**src/rtl/program_loader.sv**
```systemverilog
// Boot-time program loader: receives a length-prefixed, checksummed byte stream,
// writes it into instruction memory as big-endian words and holds the CPU in reset until done.
module program_loader #(
    parameter int ADDR_W = 10
) (
    input  logic              clk,
    input  logic              start_up,
    input  logic              load_go,
    input  logic              byte_valid,
    input  logic [7:0]        byte_data,
    output logic              byte_ready,
    output logic              imem_we,
    output logic [ADDR_W-1:0] imem_addr,
    output logic [31:0]       imem_wdata,
    output logic              cpu_hold,
    output logic              done,
    output logic              error,
    output logic [ADDR_W:0]   words_loaded
);

    // state  | meaning
    // S_IDLE | waiting for load_go after reset
    // S_HDR  | collecting the 2-byte big-endian word count
    // S_LOAD | collecting payload bytes, writing a word every 4 bytes
    // S_CHK  | comparing the trailing check byte against the running XOR
    // S_DONE | load good, CPU released
    // S_ERR  | load aborted (oversize or bad checksum)
    typedef enum logic [2:0] {S_IDLE, S_HDR, S_LOAD, S_CHK, S_DONE, S_ERR} state_t;

    localparam logic [31:0]     MAX32     = 32'd1 << ADDR_W;
    localparam logic [ADDR_W:0] MAX_WORDS = {1'b1, {ADDR_W{1'b0}}};
    localparam logic [ADDR_W:0] ONE_WORD  = {{ADDR_W{1'b0}}, 1'b1};

    state_t            state_q, state_d;
    logic [1:0]        cnt_q, cnt_d;
    logic [7:0]        nhi_q, nhi_d;
    logic [15:0]       n_q, n_d;
    logic [23:0]       word_q, word_d;
    logic [7:0]        csum_q, csum_d;
    logic [ADDR_W:0]   words_q, words_d;
    logic              we_q, we_d;
    logic [ADDR_W-1:0] addr_q, addr_d;
    logic [31:0]       wdata_q, wdata_d;

    logic              fire;
    logic [31:0]       hdr_n;
    logic [31:0]       words_nxt32;

    assign byte_ready  = (state_q == S_HDR) || (state_q == S_LOAD) || (state_q == S_CHK);
    assign fire        = byte_valid && byte_ready;
    assign hdr_n       = {16'd0, nhi_q, byte_data};
    assign words_nxt32 = 32'(words_q) + 32'd1;

    always_ff @(posedge clk or posedge start_up) begin
        if (start_up) begin
            state_q <= S_IDLE;
            cnt_q   <= 2'd0;
            nhi_q   <= 8'd0;
            n_q     <= 16'd0;
            word_q  <= 24'd0;
            csum_q  <= 8'd0;
            words_q <= '0;
            we_q    <= 1'b0;
            addr_q  <= '0;
            wdata_q <= 32'd0;
        end else begin
            state_q <= state_d;
            cnt_q   <= cnt_d;
            nhi_q   <= nhi_d;
            n_q     <= n_d;
            word_q  <= word_d;
            csum_q  <= csum_d;
            words_q <= words_d;
            we_q    <= we_d;
            addr_q  <= addr_d;
            wdata_q <= wdata_d;
        end
    end

    always_comb begin
        state_d = state_q;
        cnt_d   = cnt_q;
        nhi_d   = nhi_q;
        n_d     = n_q;
        word_d  = word_q;
        csum_d  = csum_q;
        words_d = words_q;
        we_d    = 1'b0;
        addr_d  = addr_q;
        wdata_d = wdata_q;
        case (state_q)
            S_IDLE, S_DONE, S_ERR: begin
                if (load_go) begin
                    state_d = S_HDR;
                    cnt_d   = 2'd0;
                    csum_d  = 8'd0;
                    words_d = '0;
                end
            end
            S_HDR: begin
                if (fire) begin
                    if (cnt_q == 2'd0) begin
                        nhi_d = byte_data;
                        cnt_d = 2'd1;
                    end else begin
                        cnt_d = 2'd0;
                        n_d   = hdr_n[15:0];
                        if (hdr_n > MAX32)       state_d = S_ERR;
                        else if (hdr_n == 32'd0) state_d = S_CHK;
                        else                     state_d = S_LOAD;
                    end
                end
            end
            S_LOAD: begin
                if (fire) begin
                    csum_d = csum_q ^ byte_data;
                    if (cnt_q == 2'd3) begin
                        // Only a fully assembled word is ever written.
                        we_d    = 1'b1;
                        addr_d  = words_q[ADDR_W-1:0];
                        wdata_d = {word_q, byte_data};
                        cnt_d   = 2'd0;
                        if (words_q != MAX_WORDS) words_d = words_q + ONE_WORD;
                        if (words_nxt32 == {16'd0, n_q}) state_d = S_CHK;
                    end else begin
                        word_d = {word_q[15:0], byte_data};
                        cnt_d  = cnt_q + 2'd1;
                    end
                end
            end
            S_CHK: begin
                if (fire) state_d = (byte_data == csum_q) ? S_DONE : S_ERR;
            end
            default: state_d = S_IDLE;
        endcase
    end

    assign imem_we      = we_q;
    assign imem_addr    = addr_q;
    assign imem_wdata   = wdata_q;
    assign words_loaded = words_q;
    assign cpu_hold     = (state_q != S_DONE);
    assign done         = (state_q == S_DONE);
    assign error        = (state_q == S_ERR);

endmodule

```
**config.mk**
```make
export PLATFORM = sky130hd
export DESIGN_NAME = program_loader
export DESIGN_NICKNAME = d
export VERILOG_FILES = /design/src/rtl/program_loader.sv
export SDC_FILE = /design/constraint.sdc
export NUM_CORES = 1
export LEC_CHECK = 0
export CAP_MARGIN = 25
export CORE_MARGIN = 4
export CORE_UTILIZATION = 50
export CTS_CLUSTER_SIZE = 8
export DETAILED_ROUTE_END_ITERATION = 8
export GPL_TIMING_DRIVEN = 1
export PLACE_DENSITY = 0.71
export SLEW_MARGIN = 20
export SYNTH_ARGS = -nofsm -noshare
export SYNTH_HDL_FRONTEND = slang
export SYNTH_SLANG_ARGS = --single-unit
```
**constraint.sdc**
```tcl
create_clock -name clk -period 5.1 [get_ports clk]
set_input_delay 1.02 -clock clk [delete_from_list [all_inputs] [get_ports clk]]
set_output_delay 1.02 -clock clk [all_outputs]
set_load 0.01 [all_outputs]
```
==> flow_summary.json <==
{
  "cp_top_family": "flip-flops",
  "postCtsHoldBufs": 0,
  "portBuffers": 69,
  "fin_skew_ns": 0.00648,
  "fin_crit_ns": 3.07,
  "dp_slack_ns": 1.83,
  "synth_compound_area_share_pct": 8.39,
  "antenna_found_initial": 0,
  "drcViolationCount": 0,
  "synth_adder_area_share_pct": 0.932,
  "clock-sinks": 115,
  "avgSynthCellArea_sq_um": 10.9,
  "synth_edf_count": 0,
  "worst_setup_hold_path_clk_slew_ns": 0.06,
  "ys_types": 61,
  "cp_slowest_cell": "dfrtp_1",
  "critical_path.cell_chain": "nor2b_1, and2_1, clkdlybuf4s50_1",
  "power_per_cell_area_nw_per_um2": 425,
  "arrival_ns": 2.05,
  "min_path_type": "flop to flop",
  "start_kind": "flop",
  "wl_per_cell_um": 17.5,
  "grt_pass1_wl_mm": 20.6,
  "clk-insertion-delay-late_ns": 0.50,
  "drv_slew": 0,
  "coreArea_sq_um": 10400,
  "die-width_um": 112,
  "drt_pass1_iterations": 5,
  "worstSetupEndpointType": "output pin",
  "netlist_area_sq_um": 5370,
  "synth_seq_cells": 115,
  "yosysWarnings": 0,
  "nNetsFinal": 576,
  "gr-usage-all-layers_pct": 20.5,
  "hpwl_mm": 8.10,
  "drive_above_1_share_pct": 19.6,
  "routed_wl_mm": 12.4,
  "path_class": "flop to output pin",
  "numCtsBuffers": 17,
  "ant_nets": 0,
  "cts_tree": "built",
  "cp.buffers_inverters": 1,
  "tightest_slew_ns": 0.787,
  "cp_max_fo": 13,
  "post_drt_via_cell_ratio": 5.76,
  "maxCapViolCount": 0,
  "ctsResizeCount": 0,
  "synthCells": 492,
  "start_util_pct": 51.8,
  "setup_ws_ns": 2.03,
  "status": "finished, final reports clean",
  "total_power_mw": 2.86,
  "cts-root-buf": "clkbuf_8",
  "relSlewSlack_pct": 47.5,
  "p_leak_nw": 3.07,
  "slowest_delay_ns": 0.61,
  "synth_top_family_by_area": "simple AND/OR/NAND/NOR gates",
  "ys_seq_area_share_pct": 53.6,
  "numPlacedInstances": 677,
  "dieHeight_um": 112,
  "ys_async_sr_fraction_pct": 100,
  "synth_nets": 508,
  "setup_viol": 0,
  "irDropWorstVdd_v": 0.000281,
  "synthSimpleGateAreaFrac_pct": 17.1,
  "rsz0062_at_grt": "false",
  "grt_max_degree": 46,
  "dieArea_sq_um": 12500,
  "max_freq_mhz": 326,
  "final_cells": 708,
  "area_growth_pct": 25.2,
  "placed_area_sq_um": 6130,
  "synthMuxAreaShare_pct": 14.0,
  "clockBufferDepth": 2,
  "fp-row-count": 37,
  "synthXorXnorAreaFrac_pct": 2.28,
  "required_ns": 4.08,
  "grt_overflow_total": 0,
  "grt_pass1_vias": 3976,
  "final_area_sq_um": 6720,
  "postCtsSetupBuffers": 0,
  "place_congestion": 0.804,
  "setup_tns_ns": 0,
  "cts-htree-levels": 4,
  "drtIter0Drc": 235,
  "antenna_cells": 0,
  "num_io_pins": 70,
  "synth_flop_cell": "dfrtp_1",
  "vias": 4078,
  "finalHoldViolations": 0,
  "period_share_pct": 60.1
}
==> cell families (layout without fill, tap and decap cells) <==
group / after synthesis / after routing
and+or+nand+nor: 180 / 180
DFF: 115 / 115
adders and majority gates: 4 / 4
xor gates and xnor gates: 14 / 14
buffers and inverters: 41 / 121
AOI/OAI and AO/OA: 71 / 71
muxes: 67 / 67
==> layout make-up <==
cell class	count	area, sq um
tap	136	170
clock buffer	20	435
multi-input combinational	336	2300
timing repair buffer	73	721
inverter	17	66.3
fill	818	3650
sequential	115	2880
clock inverter	11	154
==> power by group <==
part	internal (mW)	switching, mW
Sequential	1.04	0.132
Combinational	0.269	0.242
Clock	0.757	0.416
Total	2.07	0.790
==> path summary, 6_finish.rpt <==
path / end / cells after the start / slack [ns] / from
max in group asynchronous: word_q[0]$_DFFE_PP0P_ / 3 / 3.25 / start_up
min: imem_wdata[27]$_DFFE_PP0P_ / 2 / 0.46 / word_q[19]$_DFFE_PP0P_
min in group asynchronous: word_q[22]$_DFFE_PP0P_ / 2 / 0.92 / start_up
min reg2reg: imem_wdata[27]$_DFFE_PP0P_ / 2 / 0.46 / word_q[19]$_DFFE_PP0P_
max reg2reg: state_q[0]$_DFFE_PP0P_ / 7 / 2.30 / words_loaded[0]$_DFFE_PP0P_
max: error / 3 / 2.03 / state_q[0]$_DFFE_PP0P_
==> layout by cell type, fill, tap and decap left out, drive strengths merged, types with 3 or more instances in the layout <==
master         count
a21oi              4
a31oi              4
and2               3
buf                4
bufinv             3
clkbuf            20
clkdlybuf4s50     69
clkinvlp           5
dfrtp            115
ha                 4
inv               19
mux2              64
mux2i              3
nand2             88
nand2b            10
nand3              7
nand4              5
nor2              22
nor2b              5
nor3              10
nor4               6
o21ai             38
o22ai              4
o31ai              4
o41ai              4
or3                6
or4                3
xnor2             10
xor2               4
==> synthesized netlist by cell type (all sizes together), types with 5 or more instances <==
cell type	number	area, sq um
or3	6	37.5
mux2	64	721
nor3	10	55.1
buf	17	110
nand2b	10	62.6
inv	17	63.8
nor2	22	85.1
nand4	5	37.5
nand2	88	333
clkbuf	7	26.3
nor4	6	52.6
nor2b	5	31.3
nand3	7	35.0
o21ai	38	194
dfrtp	115	2880
xnor2	10	87.6
==> registers in the layout (all words and copies together) (netlist names), 2 cells and up <==
name	cells
imem_wdata	32
word_q	24
n_q	16
words_loaded	11
imem_addr	10
csum_q	8
nhi_q	8
state_q	3
cnt_q	2
==> routing by layer <==
layer	wire (um)	global-route usage, %	vias to the layer above	part of all wire [%]
li1	-	-	1864	-
met1	5540	28.5	2030	45
met2	5980	32.2	162	48
met3	717	4.57	22	5.8
met4	165	6.89	0	1.3
met5	0	0	-	0
==> stage by stage <==
| step | util, % | hold slack, ns |
|---|---|---|
| floorplan | - | 0.435 |
| global placement | 59.1 | 0.458 |
| detailed placement | 59.1 | 0.452 |
| CTS | 64.8 | 0.467 |
| global route | 64.8 | 0.482 |
| finish | 64.8 | 0.461 |
==> tightest hold or removal path, stage by stage, from the launching register on <==
cell     delay (ns)
dfrtp_1        0.34
nand2_1        0.05
nand2_1        0.05
Power figures use the tool's default switching activity.
==> edit: new RTL, same flow settings <==
The parameter `ADDR_W` goes from 10 to 11.
--- a/src/rtl/program_loader.sv
+++ b/src/rtl/program_loader.sv
@@ -2,5 +2,5 @@
 // writes it into instruction memory as big-endian words and holds the CPU in reset until done.
 module program_loader #(
-    parameter int ADDR_W = 10
+    parameter int ADDR_W = 11
 ) (
     input  logic              clk,
Ports: changed (resized imem_addr and words_loaded); port bits go from 70 to 72. The function was not compared with the original's and may differ.
==> edit against the original RTL <==
Fmax rose by 3.0%. Worst hold slack better by 0.029 ns. Final area fell by 0.32%. Clock power decreased by 5%. Global-route usage decreased by 1.1 points. Combinational power increased by 14%. Worst setup slack improved by 0.089 ns. Sequential power grew 3%. Area after synthesis down 0.84%. Total power up 1.4%. Wire length fell by 5.1%. Sequential cell count is 2 higher. Largest cell class unchanged.
==> edit: results (changes against the original RTL) <==
.. list-table::
   :header-rows: 1

   * - Metric
     - Value
   * - Outcome
     - complete, no violations
   * - P_leak
     - 3.043 nW (-0.85%)
   * - Maximum buffer depth of the clock tree
     - 2 (unchanged)
   * - Kind of cell with the highest combined delay on the critical path
     - buffers and inverters
   * - Placed wire-length estimate
     - 7872 um (-2.8%)
   * - DP Cell Count
     - 629 (-7.1%)
   * - IR Drop Worst-Case VDD
     - 0.3008 mV (+7.2%)
   * - Via count of the first global-routing pass
     - 3768 (-5.2%)
   * - Buffers added on ports
     - 71 (+2.9%)
   * - Count of mapped cells out of synthesis
     - 439 (-11%)
   * - Global-route wire length before repair
     - 19360 um (-6.0%)
   * - Cell types occupying the most area after synthesis
     - sky130_fd_sc_hd__dfrtp_1 (55%), sky130_fd_sc_hd__mux2_2 (19%), sky130_fd_sc_hd__o21ai_0 (3.4%), sky130_fd_sc_hd__xnor2_1 (2.1%), sky130_fd_sc_hd__nor2_1 (2.0%)
   * - Final estimated routing congestion in global placement
     - 0.8456 (+5.2%)
   * - Count of instances resized after the clock tree is built
     - 0 (unchanged)
   * - Fraction of the yosys area taken by sequential cells
     - 55.01% (+1.4 points)
   * - WL final
     - 11780 um (-5.1%)
   * - Most common library cells after synthesis
     - sky130_fd_sc_hd__dfrtp_1 (117), sky130_fd_sc_hd__mux2_2 (89), sky130_fd_sc_hd__o21ai_0 (36)
   * - Number of detailed-routing iterations run before antenna repair
     - 4 (-1)
   * - Layout cells sized above 1
     - 25.90% (+6.3 points)
   * - Worst slew margin
     - 42.27% (-5.2 points)
   * - Number of different library cells in the post-synthesis netlist
     - 49 (-20%)
   * - Number of hold buffers added after CTS
     - 0 (unchanged)
   * - Via Count
     - 3687 (-9.6%)
   * - Crit path max fanout
     - 9 (-4)
   * - Vias/cell
     - 5.578 (-3.2%)
   * - Post-place setup slack
     - 2.078 ns (+0.2479 ns)
   * - Cell area reported after detailed placement
     - 6133 sq um (about the same)
   * - Largest register FFs
     - 32 (unchanged)
   * - Clock transition at the register clock pins on the worst setup and hold paths after CTS
     - 0.06 ns (about the same)
   * - Maximum number of pins on one net before global-route repair
     - 47 (+2.2%)
   * - Worst clock skew
     - 0.007234 ns (+0.0007578 ns)
   * - Fill cell total of the finished layout
     - 777 (-5.0%)
   * - Post-synth net total
     - 455 (-10%)
   * - All-layer global routing usage
     - 19.41% (-1.1 points)
   * - Total Nets Final
     - 528 (-8.3%)
   * - Number of antenna violations at the first check in global routing
     - 0 (unchanged)
   * - Detailed Route Iter0 Violations
     - 201 (-14%)
   * - Post-CTS setup-driven buffer insertion count
     - 0 (unchanged)
   * - Highest cell delay on the worst timing path
     - 0.56 ns (-0.05 ns)
   * - Clock buffers created by TritonCTS
     - 17 (unchanged)
## edit: cell count changes after synthesis, moves of 4 or more
cell,delta
sky130_fd_sc_hd__nand2_1,-71
sky130_fd_sc_hd__mux2_2,+28
sky130_fd_sc_hd__nor2_1,+8
sky130_fd_sc_hd__nand3_1,+4
sky130_fd_sc_hd__o41ai_2,+4
## edit: tightest hold or removal path, cell delays in order, from the launching register on
cell and delay [ns]:
sky130_fd_sc_hd__dfrtp_1 0.34, sky130_fd_sc_hd__nand2_1 0.05, sky130_fd_sc_hd__o21ai_0 0.06
## edit: metal layers
layer / vias up / GRT usage [%] / routed length, um
met5: - / 0 / 0
li1: 1714 / - / -
met4: 0 / 6.245 / 191
met1: 1860 / 24.43 / 4962
met3: 18 / 5.950 / 697
met2: 95 / 32.09 / 5924
## edit: kinds of logic after synthesis
kind of cell	Yosys count	share of synthesized area, %
flops	117	55.01
simple gates	104	10.16
mux	91	19.21
compound gates	66	8.392
buf+inv	39	3.338
xor+xnor	18	2.962
fa+ha+maj	4	0.9403
## edit: final cells by class
| type | instances | area (sq um) | share of cell area, % |
|---|---|---|---|
| sequential | 117 | 2928 | 43.70 |
| timing repair buffer | 75 | 740.7 | 11.06 |
| multi-input combinational | 283 | 2225 | 33.20 |
| clock buffer | 20 | 435.4 | 6.499 |
| inverter | 18 | 70.07 | 1.046 |
| clock inverter | 12 | 131.4 | 1.961 |
| tap | 136 | 170.2 | 2.540 |
## edit: final timing paths
path / cells after the start / to / slack (ns) / start
worst max-delay path: 3 / error / 2.12 / state_q[0]
worst min-delay path: 2 / imem_addr[1] / 0.49 / imem_addr[1]
worst max register to register: 6 / words_loaded[5] / 2.54 / state_q[0]
worst min register to register: 2 / imem_addr[1] / 0.49 / imem_addr[1]
max in group asynchronous: 3 / nhi_q[1] / 3.34 / start_up
min in group asynchronous: 2 / csum_q[5] / 0.88 / start_up
## edit: report_power, final
group / total, mW / internal, mW / switching (mW) / leakage [nW]
Sequential: 1.21 / 1.07 / 0.134 / 1.58
Clock: 1.11 / 0.705 / 0.406 / 0.267
Combinational: 0.580 / 0.300 / 0.280 / 1.20
Total: 2.90 / 2.08 / 0.820 / 3.04
